$ cat src/rtl/seven_seg_mux_driver_if.sv
// Display-side signal bundle for the two-digit seven-segment multiplex driver.
// The producer drives the digits and the enable. The driver returns segments and anodes.
interface seven_seg_mux_driver_if;
  logic [3:0] left;
  logic [3:0] right;
  logic       disp_en;
  logic [6:0] seg;
  logic       an_left;
  logic       an_right;

  modport master (
    output left, right, disp_en,
    input  seg, an_left, an_right
  );

  modport slave (
    input  left, right, disp_en,
    output seg, an_left, an_right
  );
endinterface

$ cat src/rtl/seven_seg_mux_driver.sv
// Time-multiplexed two-digit seven-segment driver with blanking gaps between digits.
// Each digit is latched only when its on-phase begins.
module seven_seg_mux_driver #(
  parameter int unsigned REFRESH_DIV    = 24000,
  parameter int unsigned BLANK_CYCLES   = 240,
  parameter bit          SEG_ACTIVE_LOW = 1'b1,
  parameter bit          AN_ACTIVE_LOW  = 1'b0
) (
  input logic                  clk,
  input logic                  reset,
  seven_seg_mux_driver_if.slave bus
);

  localparam int unsigned CNT_MAX = (REFRESH_DIV > BLANK_CYCLES) ? REFRESH_DIV : BLANK_CYCLES;
  localparam int unsigned CW      = (CNT_MAX > 1) ? $clog2(CNT_MAX) : 1;

  localparam logic [CW-1:0] ON_LAST    = CW'(REFRESH_DIV - 1);
  localparam logic [CW-1:0] BLANK_LAST = CW'(BLANK_CYCLES - 1);

  localparam logic [6:0] SEG_OFF = SEG_ACTIVE_LOW ? 7'h7F : 7'h00;
  localparam logic       AN_ON   = AN_ACTIVE_LOW ? 1'b0 : 1'b1;
  localparam logic       AN_OFF  = AN_ACTIVE_LOW ? 1'b1 : 1'b0;

  localparam logic [1:0] BLANK_RL = 2'd0;
  localparam logic [1:0] LEFT_ON  = 2'd1;
  localparam logic [1:0] BLANK_LR = 2'd2;
  localparam logic [1:0] RIGHT_ON = 2'd3;

  logic [1:0]    state, nextstate;
  logic [CW-1:0] cnt, cnt_nxt;
  logic [3:0]    left_q, left_nxt;
  logic [3:0]    right_q, right_nxt;
  logic [6:0]    seg_q, seg_nxt;
  logic          an_left_q, an_left_nxt;
  logic          an_right_q, an_right_nxt;

  // Hex glyph in gfedcba order, adjusted for segment polarity.
  function automatic logic [6:0] seg_code(input logic [3:0] d);
    logic [6:0] raw;
    case (d)
      4'h0: raw = 7'h3F;
      4'h1: raw = 7'h06;
      4'h2: raw = 7'h5B;
      4'h3: raw = 7'h4F;
      4'h4: raw = 7'h66;
      4'h5: raw = 7'h6D;
      4'h6: raw = 7'h7D;
      4'h7: raw = 7'h07;
      4'h8: raw = 7'h7F;
      4'h9: raw = 7'h6F;
      4'hA: raw = 7'h77;
      4'hB: raw = 7'h7C;
      4'hC: raw = 7'h39;
      4'hD: raw = 7'h5E;
      4'hE: raw = 7'h79;
      default: raw = 7'h71;
    endcase
    return SEG_ACTIVE_LOW ? ~raw : raw;
  endfunction

  always_ff @(posedge clk or negedge reset) begin
    if (!reset) begin
      state      <= BLANK_RL;
      cnt        <= '0;
      left_q     <= '0;
      right_q    <= '0;
      seg_q      <= SEG_OFF;
      an_left_q  <= AN_OFF;
      an_right_q <= AN_OFF;
    end else begin
      state      <= nextstate;
      cnt        <= cnt_nxt;
      left_q     <= left_nxt;
      right_q    <= right_nxt;
      seg_q      <= seg_nxt;
      an_left_q  <= an_left_nxt;
      an_right_q <= an_right_nxt;
    end
  end

  // Phase sequencing, digit capture on on-phase entry, and outputs derived from nextstate.
  always_comb begin
    nextstate    = state;
    cnt_nxt      = cnt + CW'(1);
    left_nxt     = left_q;
    right_nxt    = right_q;
    seg_nxt      = SEG_OFF;
    an_left_nxt  = AN_OFF;
    an_right_nxt = AN_OFF;

    case (state)
      BLANK_RL: if (cnt == BLANK_LAST) begin
        nextstate = LEFT_ON;
        cnt_nxt   = '0;
        left_nxt  = bus.left;
      end
      LEFT_ON: if (cnt == ON_LAST) begin
        nextstate = BLANK_LR;
        cnt_nxt   = '0;
      end
      BLANK_LR: if (cnt == BLANK_LAST) begin
        nextstate = RIGHT_ON;
        cnt_nxt   = '0;
        right_nxt = bus.right;
      end
      RIGHT_ON: if (cnt == ON_LAST) begin
        nextstate = BLANK_RL;
        cnt_nxt   = '0;
      end
      default: begin
        nextstate = BLANK_RL;
        cnt_nxt   = '0;
      end
    endcase

    // Blanking only masks the outputs; sequencing and captures above are unaffected.
    if (bus.disp_en) begin
      case (nextstate)
        LEFT_ON: begin
          seg_nxt     = seg_code(left_nxt);
          an_left_nxt = AN_ON;
        end
        RIGHT_ON: begin
          seg_nxt      = seg_code(right_nxt);
          an_right_nxt = AN_ON;
        end
        default: ;
      endcase
    end
  end

  assign bus.seg      = seg_q;
  assign bus.an_left  = an_left_q;
  assign bus.an_right = an_right_q;

endmodule

$ cat src/flat_wrapper.sv
// flat-port wrapper written by rule: the top's interface ports become plain ports
module seven_seg_mux_driver_flat 
#(
  parameter int unsigned REFRESH_DIV    = 24000,
  parameter int unsigned BLANK_CYCLES   = 240,
  parameter bit          SEG_ACTIVE_LOW = 1'b1,
  parameter bit          AN_ACTIVE_LOW  = 1'b0
)
  (clk, reset, bus_left, bus_right, bus_disp_en, bus_seg, bus_an_left, bus_an_right);
  seven_seg_mux_driver_if bus_i ();
  input logic clk;
  input logic reset;
  input wire logic [$bits(bus_i.left)-1:0] bus_left;
  input wire logic [$bits(bus_i.right)-1:0] bus_right;
  input wire logic [$bits(bus_i.disp_en)-1:0] bus_disp_en;
  output wire logic [$bits(bus_i.seg)-1:0] bus_seg;
  output wire logic [$bits(bus_i.an_left)-1:0] bus_an_left;
  output wire logic [$bits(bus_i.an_right)-1:0] bus_an_right;
  assign bus_i.left = bus_left;
  assign bus_i.right = bus_right;
  assign bus_i.disp_en = bus_disp_en;
  assign bus_seg = bus_i.seg;
  assign bus_an_left = bus_i.an_left;
  assign bus_an_right = bus_i.an_right;
  seven_seg_mux_driver #(.REFRESH_DIV(REFRESH_DIV), .BLANK_CYCLES(BLANK_CYCLES), .SEG_ACTIVE_LOW(SEG_ACTIVE_LOW), .AN_ACTIVE_LOW(AN_ACTIVE_LOW)) u_core (.clk(clk), .reset(reset), .bus(bus_i));
endmodule
$ cat config.mk
export PLATFORM = sky130hd
export DESIGN_NAME = seven_seg_mux_driver_flat
export DESIGN_NICKNAME = d
export VERILOG_FILES = /design/src/rtl/seven_seg_mux_driver_if.sv /design/src/rtl/seven_seg_mux_driver.sv /design/src/flat_wrapper.sv
export SDC_FILE = /design/constraint.sdc
export NUM_CORES = 1
export LEC_CHECK = 0
export CORE_MARGIN = 5
export CORE_UTILIZATION = 31
export CTS_BUF_LIST = sky130_fd_sc_hd__clkbuf_4
export DETAILED_ROUTE_END_ITERATION = 10
export GPL_TIMING_DRIVEN = 0
export PLACE_DENSITY = 0.52
export SLEW_MARGIN = 20
export SYNTH_ARGS = -nofsm -noshare
export SYNTH_HDL_FRONTEND = slang
export SYNTH_SLANG_ARGS = --single-unit
$ cat constraint.sdc
create_clock -name clk -period 8.5 [get_ports clk]
set_clock_uncertainty 0.05 [all_clocks]
set_input_delay 0.85 -clock clk [delete_from_list [all_inputs] [get_ports clk]]
set_output_delay 0.85 -clock clk [all_outputs]
set_load 0.03 [all_outputs]
==> metrics.txt <==
synthesized area 2260 um2; Skew-Pair Late Insertion Delay 0.35 ns; Antenna Cells 0; Final Cycle Share 37.3%; Worst-Margin Slew 0.568 ns; Hold Slack 0.307 ns; DR vias/cell 4.84; synthesized instance count 221; sequential area share after synthesis 38.0%; overall power 0.274 mW; initial core utilization 31.5%; wire length per cell 13.8 um; post-synthesis mux area share 9.75%; Worst Setup Start Kind flop; syn avg cell area 10.2 um2; drc violations 0; # nets final 274; DP HPWL 3.58 mm; async set-or-reset flop fraction in the synthesized netlist 100%; largest net degree at the start of global routing 25; CTS Buf Count 5; total grt overflow 0; # hold bufs at CTS 0; post-synthesis cell type count 57; Worst IR Drop VDD 0.0300 mV; RSZ-0062 raised after global routing no; vias 1686; final hold vios 0; Crit path arrival time 3.38 ns; Slowest Stage Delay on Critical Path 0.50 ns; CTS tree done; Final Slew Violations 0; outcome completed; Critical Path Fanout Max 8; Crit path max-delay family simple AND/OR/NAND/NOR gates; H-tree depth 2; share of layout cells above drive strength 1 16.5%; Clock Root Buffer clkbuf_4; Synth Area in Simple Gates 23.5%; pwr dens 103 nW/um2; CP Data Required Time 8.71 ns; die width 95.4 um; area fraction in compound gates after synthesis 9.41%; Die Span Y 95.4 um; Final setup viols 0; Max-Cap Viols 0; initial antenna violation count 0; Synthesis Warnings 0; relative slew slack 61.1%; full die area 9100 um2; ys flop type dfrtp_1; clock transition at the registers of the reported paths 0.12 ns; buffers added on ports 19; first-pass GRT wire length 8.38 mm; Placeable Area 7180 um2; Crit path buffers/inverters 2; post-route minimum period 3.17 ns; vias in the first global route 1689; post-synthesis xor/xnor area fraction 5.81%; GR Util All Layers 11.6%; fillcell total 727; Final Core Density 36.8%; Synthesized Nets 247; Post-DRT Antenna Nets 0; setup repair bufs after CTS 0; post-CTS sizing 0; critical path's slowest cell mux2i_1; CP endpoint kind flop; wirelength, routed 4.81 mm; main combinational cell family by area after synthesis simple AND/OR/NAND/NOR gates; hold crit path type input port to async pin; count of flip-flops with a built-in enable after synthesis 0; Site Rows 31; Max Clock Freq 315 MHz; iteration count of the initial detailed-routing pass 4; flops & latches, synth 34; crit path cell chain nor4_4 -> and4_2 -> buf_6 -> mux2i_1 -> inv_1 -> ha_1 -> nand4b_1 -> o211ai_1 -> a211oi_1 -> o21ai_0; # IOs 20; setup TNS 0 ns; LEAKAGE 1.17 nW; Synth Area in Adders 8.31%; # clock sinks 34; Detailed Route Iter0 Violations 66; WS Path Type flop to flop; Synth-to-Final Area Change 17.0%; GPL Wtd Cong 0.813; deepest clock path buffer count 2
==> worst register-to-register path: stages (launching register included) <==
cell and delay, ns:
dfrtp_1 0.49, nor4_4 0.44, and4_2 0.30, buf_6 0.14
mux2i_1 0.50, inv_1 0.21, ha_1 0.28, nand4b_1 0.10
o211ai_1 0.09, a211oi_1 0.32, o21ai_0 0.16
==> cell families (layout without fill, tap and decap cells) <==
group           after synthesis  after routing
buf+inv                      22             50
simple gates                 87             87
mux                          19             19
compound gates               29             29
fa+ha+maj                    15             15
xor+xnor                     15             15
flops                        34             34
==> worst paths after layout <==
kind                                          from                            to  slack [ns]  depth (start not counted)
setup / recovery           u_core.cnt[4]$_DFF_PN0_   u_core.bus.seg[0]$_DFF_PN1_        5.33                         10
min in group clk           u_core.cnt[0]$_DFF_PN0_       u_core.cnt[0]$_DFF_PN0_        0.43                          1
hold / removal                               reset  u_core.bus.an_left$_DFF_PN0_        0.31                          1
setup reg to reg           u_core.cnt[4]$_DFF_PN0_   u_core.bus.seg[0]$_DFF_PN1_        5.33                         10
hold reg to reg            u_core.cnt[0]$_DFF_PN0_       u_core.cnt[0]$_DFF_PN0_        0.43                          1
max in group asynchronous                    reset   u_core.bus.seg[5]$_DFF_PN1_        7.58                          2
==> where the power goes <==
part           total (mW)  internal [mW]  switching (mW)  leakage [nW]
Sequential          0.163          0.162        0.000369         0.432
Clock              0.0934         0.0347          0.0587        0.0354
Combinational      0.0174        0.00783         0.00959         0.698
==> sequential cells by signal, indices dropped and copies added (netlist names) <==
name and count:
u_core.state 2, u_core.bus.an_right 1, u_core.bus.an_left 1, u_core.bus.seg 7
u_core.right_q 4, u_core.cnt 15, u_core.left_q 4
==> layer usage <==
layer / up-vias / track usage [%] / wire, um
met2: 20 / 17.4 / 2100
met1: 813 / 17.1 / 2490
li1: 846 / - / -
met5: - / 0 / 0
met3: 7 / 2.05 / 150
met4: 0 / 3.20 / 63
==> final cells by class <==
type / instances / area, um2 / area share [%]
Timing Repair Buffer: 20 / 205 / 7.76
Clock buffer: 6 / 45.0 / 1.70
Sequential cell: 34 / 860 / 32.5
Multi-Input combinational cell: 165 / 1280 / 48.6
Tap cell: 99 / 124 / 4.69
Clock inverter: 2 / 10.0 / 0.379
Buffer: 7 / 55.1 / 2.08
Inverter: 15 / 61.3 / 2.32
==> cells in the mapped netlist, drive strengths merged, types with 2 or more instances <==
master / number / area share (%)
dfrtp: 27 / 30
a31oi: 3 / 0.83
nor3b: 3 / 1.0
o21ai: 5 / 1.1
inv: 15 / 2.7
a211o: 2 / 0.83
nor4: 4 / 3.1
ha: 15 / 8.3
clkbuf: 2 / 0.39
o221a: 2 / 1.0
and2: 3 / 0.89
and4: 3 / 1.2
nand3: 16 / 3.5
and3: 3 / 0.89
nand2: 9 / 1.5
a211oi: 2 / 0.66
mux2i: 15 / 7.8
buf: 5 / 2.0
a32oi: 2 / 0.78
mux2: 4 / 2.0
a21oi: 2 / 0.44
dfstp: 7 / 8.1
xor2: 9 / 3.5
nand2b: 10 / 2.8
xnor2: 6 / 2.3
nand4: 6 / 1.9
o31ai: 2 / 0.66
nor2: 20 / 3.3
nor2b: 2 / 0.55
nor3: 3 / 0.66
==> through the flow <==
| stage | setup slack [ns] | instance area (um2) | std cells |
|---|---|---|---|
| 2_1_floorplan | 5.78 | 2260 | 221 |
| 3_3_place_gp | 5.35 | 2570 | 339 |
| 3_5_place_dp | 5.33 | 2590 | 340 |
| 4_1_cts | 5.31 | 2640 | 348 |
| 5_1_grt | 5.07 | 2640 | 348 |
| 6_report | 5.33 | 2640 | 348 |
==> placed cells by master (no fill, tap or decap), types with 2 or more instances in the layout <==
cell type,netlist,routed
xor2_1,9,9
nor3b_1,3,3
and3_1,2,2
o31ai_1,2,2
buf_2,1,2
buf_6,3,3
mux2i_4,2,2
nand4_1,5,5
nor2b_1,2,2
nand2b_1,10,10
nor3_1,3,3
dfstp_2,7,7
nor2_1,20,20
a32oi_1,2,2
nor4_4,3,3
and2_1,2,2
clkdlybuf4s50_1,0,18
mux2i_1,13,13
clkbuf_4,0,6
inv_1,13,13
ha_1,15,15
a211oi_1,2,2
clkinv_2,0,2
xnor2_1,6,6
mux2_2,4,4
nand2_1,9,9
a21oi_1,2,2
dfrtp_1,27,27
and4_1,2,2
o21ai_0,5,5
a31oi_1,3,3
nand3_1,16,16
Power figures use the tool's default switching activity.
